### src/rtl/joy_db9md_multi.sv
// joy_db9md_multi
// Mega Drive / Master System DB9 pad reader. NUM_PORTS pads share one 6-bit
// bus through an external splitter. Once per frame the reader runs the
// 8-step select sequence, time-slicing every step across the splitter ports.
// Each port keeps a shadow word. All shadows publish together at the end of
// step 7.
//
// Optional build macro JOY_DB9MD_DEBOUNCE_EN: a port publishes only when its
// new capture equals the capture from the previous frame.

module joy_db9md_multi #(
    parameter int NUM_PORTS   = 2,
    parameter int SLOT_CLKS   = 64,
    parameter int FRAME_STEPS = 1024,
    localparam int PW         = (NUM_PORTS > 1) ? $clog2(NUM_PORTS) : 1
) (
    input  logic                      clk,
    input  logic                      reset,
    input  logic [5:0]                joy_in,
    output logic                      joy_mdsel,
    output logic [PW-1:0]             joy_split,
    output logic [12*NUM_PORTS-1:0]   joystick,
    output logic [NUM_PORTS-1:0]      pad_md,
    output logic [NUM_PORTS-1:0]      pad_6btn,
    output logic                      frame_done
);

    localparam int SW  = $clog2(SLOT_CLKS);
    localparam int STW = $clog2(FRAME_STEPS);

    localparam logic [SW-1:0]  SLOT_LAST = SW'(SLOT_CLKS - 1);
    localparam logic [PW-1:0]  PORT_LAST = PW'(NUM_PORTS - 1);
    localparam logic [STW-1:0] STEP_LAST = STW'(FRAME_STEPS - 1);

    // Select sequence steps that carry a sample
    localparam logic [STW-1:0] STEP_DIR  = STW'(0);  // sel=1: dirs, B, C
    localparam logic [STW-1:0] STEP_MDID = STW'(1);  // sel=0: MD id, Start, A
    localparam logic [STW-1:0] STEP_6ID  = STW'(5);  // sel=0: 6-button id
    localparam logic [STW-1:0] STEP_XYZ  = STW'(6);  // sel=1: Z, Y, X, Mode
    localparam logic [STW-1:0] STEP_PUB  = STW'(7);  // last sequence step
    localparam logic [STW-1:0] STEP_IDLE = STW'(8);  // first idle step

    // ------------------------------------------------------------------
    // Timebase: slot clock counter -> port index -> step counter
    // ------------------------------------------------------------------
    logic [SW-1:0]  slot_cnt_reg;
    logic [SW-1:0]  slot_cnt_next;
    logic [PW-1:0]  port_reg;
    logic [PW-1:0]  port_next;
    logic [STW-1:0] step_reg;
    logic [STW-1:0] step_next;
    logic           mdsel_reg;
    logic           mdsel_next;
    logic           frame_done_reg;

    logic           slot_end;
    logic           step_end;
    logic           publish;

    assign slot_end = (slot_cnt_reg == SLOT_LAST);
    assign step_end = slot_end && (port_reg == PORT_LAST);
    assign publish  = step_end && (step_reg == STEP_PUB);

    // Next counter values and the select level for the step being entered
    always_comb begin
        slot_cnt_next = slot_cnt_reg + SW'(1);
        port_next     = port_reg;
        step_next     = step_reg;
        if (slot_end) begin
            slot_cnt_next = '0;
            if (port_reg == PORT_LAST) begin
                port_next = '0;
            end else begin
                port_next = port_reg + PW'(1);
            end
        end
        if (step_end) begin
            if (step_reg == STEP_LAST) begin
                step_next = '0;
            end else begin
                step_next = step_reg + STW'(1);
            end
        end
        // Even sequence steps and all idle steps keep select high
        if (step_next < STEP_IDLE) begin
            mdsel_next = ~step_next[0];
        end else begin
            mdsel_next = 1'b1;
        end
    end

    // Counter state and registered bus controls (no decode glitches on pins)
    always_ff @(posedge clk or posedge reset) begin
        if (reset) begin
            slot_cnt_reg   <= '0;
            port_reg       <= '0;
            step_reg       <= '0;
            mdsel_reg      <= 1'b1;
            frame_done_reg <= 1'b0;
        end else begin
            slot_cnt_reg   <= slot_cnt_next;
            port_reg       <= port_next;
            step_reg       <= step_next;
            mdsel_reg      <= mdsel_next;
            frame_done_reg <= publish;
        end
    end

    assign joy_mdsel  = mdsel_reg;
    assign joy_split  = port_reg;
    assign frame_done = frame_done_reg;

    // ------------------------------------------------------------------
    // Per-port shadow capture and publish
    // ------------------------------------------------------------------
    generate
        for (genvar gi = 0; gi < NUM_PORTS; gi++) begin : g_port
            logic [11:0] word_reg;
            logic        md_reg;
            logic        six_reg;
            logic [11:0] pub_word_reg;
            logic        pub_md_reg;
            logic        pub_six_reg;
            logic        capture;

            // Sample only on the settled last clock of this port's slot
            assign capture = slot_end && (port_reg == PW'(gi));

            // Shadow capture; bit layout matches the published word
            always_ff @(posedge clk or posedge reset) begin
                if (reset) begin
                    word_reg <= '0;
                    md_reg   <= 1'b0;
                    six_reg  <= 1'b0;
                end else if (capture) begin
                    if (step_reg == STEP_DIR) begin
                        word_reg[3:0] <= ~joy_in[3:0];
                        word_reg[5]   <= ~joy_in[4];
                        word_reg[6]   <= ~joy_in[5];
                    end else if (step_reg == STEP_MDID) begin
                        // MD pads pull Left/Right low while select is low
                        if (joy_in[1:0] == 2'b00) begin
                            md_reg       <= 1'b1;
                            word_reg[10] <= ~joy_in[5];
                            word_reg[4]  <= ~joy_in[4];
                        end else begin
                            md_reg       <= 1'b0;
                            word_reg[10] <= 1'b0;
                            word_reg[4]  <= 1'b0;
                        end
                    end else if (step_reg == STEP_6ID) begin
                        // Third low pulse: 6-button pads drive all four low
                        six_reg <= md_reg && (joy_in[3:0] == 4'b0000);
                    end else if (step_reg == STEP_XYZ) begin
                        if (six_reg) begin
                            word_reg[9]  <= ~joy_in[3];
                            word_reg[8]  <= ~joy_in[2];
                            word_reg[7]  <= ~joy_in[1];
                            word_reg[11] <= ~joy_in[0];
                        end else begin
                            word_reg[9]  <= 1'b0;
                            word_reg[8]  <= 1'b0;
                            word_reg[7]  <= 1'b0;
                            word_reg[11] <= 1'b0;
                        end
                    end
                end
            end

`ifdef JOY_DB9MD_DEBOUNCE_EN
            logic [13:0] prev_reg;
            logic [13:0] snap;

            assign snap = {six_reg, md_reg, word_reg};

            // Publish only a capture that repeated across two frames
            always_ff @(posedge clk or posedge reset) begin
                if (reset) begin
                    prev_reg     <= '0;
                    pub_word_reg <= '0;
                    pub_md_reg   <= 1'b0;
                    pub_six_reg  <= 1'b0;
                end else if (publish) begin
                    prev_reg <= snap;
                    if (snap == prev_reg) begin
                        pub_word_reg <= word_reg;
                        pub_md_reg   <= md_reg;
                        pub_six_reg  <= six_reg;
                    end
                end
            end
`else
            // Publish every frame's capture
            always_ff @(posedge clk or posedge reset) begin
                if (reset) begin
                    pub_word_reg <= '0;
                    pub_md_reg   <= 1'b0;
                    pub_six_reg  <= 1'b0;
                end else if (publish) begin
                    pub_word_reg <= word_reg;
                    pub_md_reg   <= md_reg;
                    pub_six_reg  <= six_reg;
                end
            end
`endif

            assign joystick[12*gi +: 12] = pub_word_reg;
            assign pad_md[gi]            = pub_md_reg;
            assign pad_6btn[gi]          = pub_six_reg;
        end
    endgenerate

endmodule
### config.mk
export PLATFORM = sky130hd
export DESIGN_NAME = joy_db9md_multi
export DESIGN_NICKNAME = d
export VERILOG_FILES = /design/src/rtl/joy_db9md_multi.sv
export SDC_FILE = /design/constraint.sdc
export NUM_CORES = 1
export LEC_CHECK = 0
export ABC_AREA = 1
export BUFFER_PORTS_ARGS = -buffer_cell sky130_fd_sc_hd__buf_2
export CAP_MARGIN = 20
export CORE_MARGIN = 10
export CORE_UTILIZATION = 42
export CTS_BUF_LIST = sky130_fd_sc_hd__clkbuf_16
export CTS_CLUSTER_SIZE = 24
export DETAILED_ROUTE_END_ITERATION = 7
export HOLD_SLACK_MARGIN = 0.12
export PLACE_DENSITY = 0.71
export SYNTH_ARGS = -nofsm -noshare
export SYNTH_HDL_FRONTEND = slang
export SYNTH_SLANG_ARGS = --single-unit
### constraint.sdc
create_clock -name clk -period 2.54 [get_ports clk]
set_input_delay 0.127 -clock clk [delete_from_list [all_inputs] [get_ports clk]]
set_output_delay 0.127 -clock clk [all_outputs]
set_load 0.1 [all_outputs]
==> results.toml, run 1 <==
[clock_tree]
cts_tree = "done"
clkSinkCount = 75
clk_path_buf_depth = 2
cts.clk_slew.worst_paths_ps = 60
clk_latency_ps = 330
ctsHtreeMaxLevel = 3
num_cts_buffers = 9
post-cts-setup-buffer-count = 0
cts-root-buf = "sky130_fd_sc_hd__clkbuf_16"

[die]
core_area_um2 = 7690
rows = 32
die_height_um = 109
floorplan.io_pins = 39
die-area_um2 = 11800
die-width_um = 109
floorplan.initialDensity_pct = 42.9

[layout]
layout_commonest_cell = "sky130_fd_sc_hd__nand2_1"
flow.area_growth_from_synthesis_pct = 20.2
insertedDiodeCount = 0
final_cell_count_no_fill = 538
drive_above_1_share_pct = 17.0
most-common-layout-cells = "156 x sky130_fd_sc_hd__nand2_1, 74 x sky130_fd_sc_hd__dfrtp_1, 38 x sky130_fd_sc_hd__buf_2, 31 x sky130_fd_sc_hd__inv_1, 29 x sky130_fd_sc_hd__o21ai_0"
final_nets = 444

[logic_synthesis]
post_syn_instances = 384
syn_avg_cell_area_um2 = 8.60
synth.yosys.seq_area_share_pct = 56.9
yosys_warnings = 0
number_of_synthesized_register_bits = 75
netlist_area_um2 = 3300
synthesis.nets = 397
synth_cell_type_count = 26

[routing]
routedWlPerCell_um = 13.2
drt-initial-drc-count = 182
firstDrtPassIters = 4
postRouteAntennaNets = 0
remaining_drc_errors = 0
via_count = 2594
vias_per_cell = 4.82
totalWireLength_mm = 7.12

[power]
power.leakage_nw = 2.23
worst_vdd_drop_v = 0.000287
power_density_nw_per_um2 = 667

[place]
dpl.hpwl_mm = 4.95
routabilityCongestion = 0.851
buffer_ports.inserted = 38
numPlacedInstances = 515

[hold_path]
hp-class = "primary input to asynchronous set/reset pin"

[worst_setup_path]
setup.worst_path.start_class = "flop"
worst-setup-path-type = "flop to flop"
critical_path_peak_fanout = 18
cp.required_ps = 2800
reg2regPathDepth = 8
arrival_ps = 2330
setup.worst_path.end_class = "flop"

[timing]
setup_violations = 0
clock_skew_ps = 6.68
final.min_clock_period_ps = 2060
final.period_utilization_pct = 81.2
setup_tns_ps = 0
slew_viol_final = 0
finalHoldViolCount = 0
rsz0062_at_grt = "no"
max-slew-margin-rel_pct = 52.6
worst_slew_pin_slew_ps = 710
fmax_mhz = 485

[global_route]
global_route.overflow_total = 0
number_of_global_route_vias_before_repair = 2559
largest_net_degree_at_the_start_of_global_routing = 44
antenna_found_initial = 0
grt_first_pass_wirelength_mm = 12.3
total_track_usage_pct = 13.1

[flow_run]
maximum_capacitance_violations = 0

[outcome]
outcome = "completed"
==> layout make-up <==
cell class	instances	area (µm²)
Tap cell	102	128
Multi-Input combinational cell	264	1210
Sequential cell	75	1880
Clock inverter	7	106
Timing Repair Buffer	48	295
Clock buffer	9	225
Fill cell	709	3720
Inverter	33	124
==> logic make-up after synthesis <==
kind of cell / Yosys count / share of synthesized area [%]
flops: 75 / 56.9
simple gates: 224 / 29.3
xor+xnor: 1 / 0.265
fa+ha+maj: 5 / 1.90
compound gates: 34 / 5.31
buf+inv: 45 / 6.37
==> metal layers <==
metal / track usage (%) / part of all wire [%] / up-vias
li1: - / - / 1299
met1: 16.4 / 47 / 1225
met2: 20.3 / 45 / 57
met3: 4.13 / 6.4 / 13
met4: 5.74 / 1.8 / 0
met5: 0 / 0 / -
==> worst max-delay path, cell delays in order, from the launching register on <==
cell,delay (ps)
sky130_fd_sc_hd__dfrtp_1,380
sky130_fd_sc_hd__ha_1,230
sky130_fd_sc_hd__nand3_4,130
sky130_fd_sc_hd__nor3_4,540
sky130_fd_sc_hd__nand3b_1,290
sky130_fd_sc_hd__nand3_1,210
sky130_fd_sc_hd__nand2_1,70
sky130_fd_sc_hd__nor2_1,90
sky130_fd_sc_hd__nand2_1,60
==> through the flow <==
| step | cell area [µm²] | utilization [%] | power, mW | setup WS (ps) | hold WS, ps |
|---|---|---|---|---|---|
| 6_report | 3970 | 51.6 | 2.65 | 476 | 454 |
| 5_1_grt | 3970 | 51.6 | 2.72 | 245 | 490 |
| 4_1_cts | 3970 | 51.6 | 2.68 | 487 | 475 |
| 3_5_place_dp | 3570 | 46.4 | 1.27 | 483 | 288 |
| 3_3_place_gp | 3570 | 46.4 | 1.26 | 591 | 282 |
| 2_1_floorplan | 3300 | - | 1.24 | 393 | 239 |
==> worst paths after layout <==
kind	start	endpoint	slack, ps
worst max-delay path	slot_cnt_reg[0]$_DFF_PP0_	joy_mdsel$_DFF_PP1_	480
worst min-delay path	reset	slot_cnt_reg[0]$_DFF_PP0_	450
worst max register to register	slot_cnt_reg[0]$_DFF_PP0_	joy_mdsel$_DFF_PP1_	480
worst min register to register	g_port[1].pub_word_reg[7]$_DFFE_PP0P_	g_port[1].pub_word_reg[7]$_DFFE_PP0P_	470
max in group asynchronous	reset	step_reg[0]$_DFF_PP0_	1430
min in group clk	g_port[1].pub_word_reg[7]$_DFFE_PP0P_	g_port[1].pub_word_reg[7]$_DFFE_PP0P_	470
==> cells in the mapped netlist <==
| cell | count | area [µm²] |
|---|---|---|
| sky130_fd_sc_hd__nor2_4 | 1 | 11.3 |
| sky130_fd_sc_hd__o21ai_0 | 29 | 145 |
| sky130_fd_sc_hd__dfrtp_1 | 74 | 1850 |
| sky130_fd_sc_hd__or2_2 | 8 | 50.1 |
| sky130_fd_sc_hd__inv_2 | 1 | 3.75 |
| sky130_fd_sc_hd__ha_1 | 5 | 62.6 |
| sky130_fd_sc_hd__dfstp_2 | 1 | 26.3 |
| sky130_fd_sc_hd__nand4_1 | 3 | 18.8 |
| sky130_fd_sc_hd__clkbuf_1 | 2 | 7.51 |
| sky130_fd_sc_hd__buf_4 | 4 | 30.0 |
| sky130_fd_sc_hd__nor3b_1 | 1 | 7.51 |
| sky130_fd_sc_hd__nand3_4 | 1 | 17.5 |
| sky130_fd_sc_hd__nor2_1 | 24 | 90.1 |
| sky130_fd_sc_hd__nand2_1 | 156 | 586 |
| sky130_fd_sc_hd__o21a_1 | 1 | 7.51 |
| sky130_fd_sc_hd__xor2_1 | 1 | 8.76 |
| sky130_fd_sc_hd__o21ai_1 | 3 | 15.0 |
| sky130_fd_sc_hd__buf_2 | 3 | 15.0 |
| sky130_fd_sc_hd__buf_6 | 3 | 33.8 |
| sky130_fd_sc_hd__nor3_4 | 2 | 32.5 |
| sky130_fd_sc_hd__a22oi_1 | 1 | 7.51 |
| sky130_fd_sc_hd__nor2_2 | 1 | 6.26 |
| sky130_fd_sc_hd__inv_1 | 32 | 120 |
| sky130_fd_sc_hd__nand3b_1 | 2 | 15.0 |
| sky130_fd_sc_hd__nand2_4 | 1 | 11.3 |
| sky130_fd_sc_hd__nand3_1 | 24 | 120 |
==> report_power, final <==
group,internal [mW],switching (mW)
logic,0.0194,0.0357
registers,1.19,0
clock network,0.877,0.520
total,2.09,0.556
==> what timing repair did <==
action	CTS	global route
hold buffers	7	0
gates resized for setup	0	0
endpoints found under the hold margin	43	0
Note: power is estimated with default switching activity, not from simulation.
==> run 2, diff against run 1 <==
--- a/config.mk
+++ b/config.mk
@@ -14,7 +14,7 @@
 export CTS_CLUSTER_SIZE = 24
 export DETAILED_ROUTE_END_ITERATION = 7
 export HOLD_SLACK_MARGIN = 0.12
-export PLACE_DENSITY = 0.71
+export PLACE_DENSITY = 0.73
 export SYNTH_ARGS = -nofsm -noshare
 export SYNTH_HDL_FRONTEND = slang
 export SYNTH_SLANG_ARGS = --single-unit
==> constraint.sdc (replaced) <==
create_clock -name clk -period 1.7 [get_ports clk]
set_input_delay 0.085 -clock clk [delete_from_list [all_inputs] [get_ports clk]]
set_output_delay 0.085 -clock clk [all_outputs]
set_load 0.1 [all_outputs]
==> results.toml, run 2 (synthesized netlist as in run 1, its figures left out) <==
[place]
post_place_instance_area_um2 = 3650
dpl.hpwl_mm = 5.07
routabilityCongestion = 0.801
buffer_ports.inserted = 38

[timing]
worst_slew_pin_slew_ps = 499
finalHoldViolCount = 0
final.period_utilization_pct = 101
clock_skew_ps = 5.82
fmax_mhz = 581
max-slew-margin-rel_pct = 67.0
hold_slack_ps = 397
rsz0062_at_grt = "yes"
final.min_clock_period_ps = 1720
worst_slack_ps = -21.4
slew_viol_final = 0
setup_violations = 8

[clock_tree]
cts.clk_slew.worst_paths_ps = 60
num_cts_buffers = 9
clk_latency_ps = 340
cts-root-buf = "sky130_fd_sc_hd__clkbuf_16"
clk_path_buf_depth = 2
ctsHtreeMaxLevel = 3
clkSinkCount = 75
cts_tree = "done"

[worst_setup_path]
worst-setup-path-type = "flop to flop"
crit_path_top_delay_cell = "sky130_fd_sc_hd__dfrtp_1"
arrival_ps = 1940
path_cells = "ha_2 > nand3_4 > nor3_4 > nand4_1 > buf_4 > nand2_1 > o21ai_1"
worstReg2RegStart = "slot_cnt_reg[1]$_DFF_PP0_"
crit_start = "slot_cnt_reg[1]$_DFF_PP0_"
critical_path_peak_fanout = 18
setup.worst_path.end_class = "flop"
cp.required_ps = 1920
max_stage_delay_ps = 350
setup.worst_path.start_class = "flop"

[global_route]
grt_first_pass_wirelength_mm = 12.5
antenna_found_initial = 0
largest_net_degree_at_the_start_of_global_routing = 76
number_of_global_route_vias_before_repair = 2632
total_track_usage_pct = 13.3
global_route.overflow_total = 0

[die]
rows = 32
core_area_um2 = 7690
die-area_um2 = 11800
floorplan.io_pins = 39
die_height_um = 109
floorplan.initialDensity_pct = 42.9
die-width_um = 109

[layout]
multiInputGateArea_um2 = 1270
flow.area_growth_from_synthesis_pct = 25.5
final_nets = 461
most-common-layout-cells = "150 x sky130_fd_sc_hd__nand2_1, 73 x sky130_fd_sc_hd__dfrtp_1, 38 x sky130_fd_sc_hd__buf_2, 28 x sky130_fd_sc_hd__inv_1, 27 x sky130_fd_sc_hd__o21ai_0"
post-route-cell-area_um2 = 4140
drive_above_1_share_pct = 23.8
n_fill_cell = 723
final-seq-area_um2 = 1880
layout_commonest_cell = "sky130_fd_sc_hd__nand2_1"
insertedDiodeCount = 0

[routing]
drt-initial-drc-count = 181
firstDrtPassIters = 4
postRouteAntennaNets = 0
via_count = 2652
routedWlPerCell_um = 13.2
totalWireLength_mm = 7.33
vias_per_cell = 4.78
remaining_drc_errors = 0

[outcome]
violations = "negative setup slack"
outcome = "complete, but fails checks"

[hold_path]
hp-class = "primary input to asynchronous set/reset pin"

[power]
power.leakage_nw = 2.31
worst_vdd_drop_v = 0.000491
power_density_nw_per_um2 = 922

[flow_run]
maximum_capacitance_violations = 0
run 2: final timing paths:
kind / depth (start not counted) / endpoint / slack [ps]
setup reg to reg: 7 / g_port[1].pub_md_reg$_DFFE_PP0P_ / -20
hold reg to reg: 2 / g_port[0].pub_word_reg[11]$_DFFE_PP0P_ / 470
min in group clk: 2 / g_port[0].pub_word_reg[11]$_DFFE_PP0P_ / 470
setup / recovery: 7 / g_port[1].pub_md_reg$_DFFE_PP0P_ / -20
hold / removal: 4 / g_port[0].pub_word_reg[6]$_DFFE_PP0P_ / 400
max in group asynchronous: 4 / joy_mdsel$_DFF_PP1_ / 970
run 2: through the flow:
step	utilization, %	power (mW)	std cells	TNS [ps]	setup slack, ps
2_1_floorplan	-	1.86	384	0	5.91
3_3_place_gp	47.5	1.89	525	-3.99	-3.99
3_5_place_dp	47.5	1.89	525	-294	-78.6
4_1_cts	52.8	3.86	550	-70.0	-19.7
5_1_grt	53.9	3.95	555	-2270	-109
6_report	53.9	3.82	555	-87.3	-21.4
run 2: timing repair:
item,in CTS,in global routing
endpoints found under the hold margin,92,0
endpoints found under the setup margin,18,55
gates resized for setup,6,17
buffers inserted,2,5
hold buffers,7,0
pin swaps,1,11
run 2: power breakdown:
group	internal (mW)	total, mW	leakage, nW	switching [mW]
registers	1.78	1.78	0.882	0
clock network	1.16	1.95	0.149	0.788
logic	0.0295	0.0843	1.28	0.0549
total	2.98	3.82	2.31	0.842
run 2: cell type report:
| cell class | count | area share, % |
|---|---|---|
| multi-input combinational | 264 | 30.7 |
| clock inverter | 7 | 2.02 |
| clock buffer | 9 | 5.44 |
| tap | 102 | 3.08 |
| sequential | 75 | 45.4 |
| timing repair buffer | 65 | 10.3 |
| inverter | 33 | 3.08 |
run 2: metal layers:
metal	global-route usage (%)	vias to the layer above	part of all wire, %
met5	0	-	0
met4	5.93	0	1.9
met3	3.24	12	4.9
met2	21.1	57	50
met1	16.8	1255	44
li1	-	1328	-
run 2: critical path, delay by kind of cell (launching register included):
kind                       cells  cell delay [ps]
AOI/OAI and AO/OA              1               60
adders and majority gates      1              210
buffers and inverters          1              260
DFF                            1              350
and+or+nand+nor                4              730
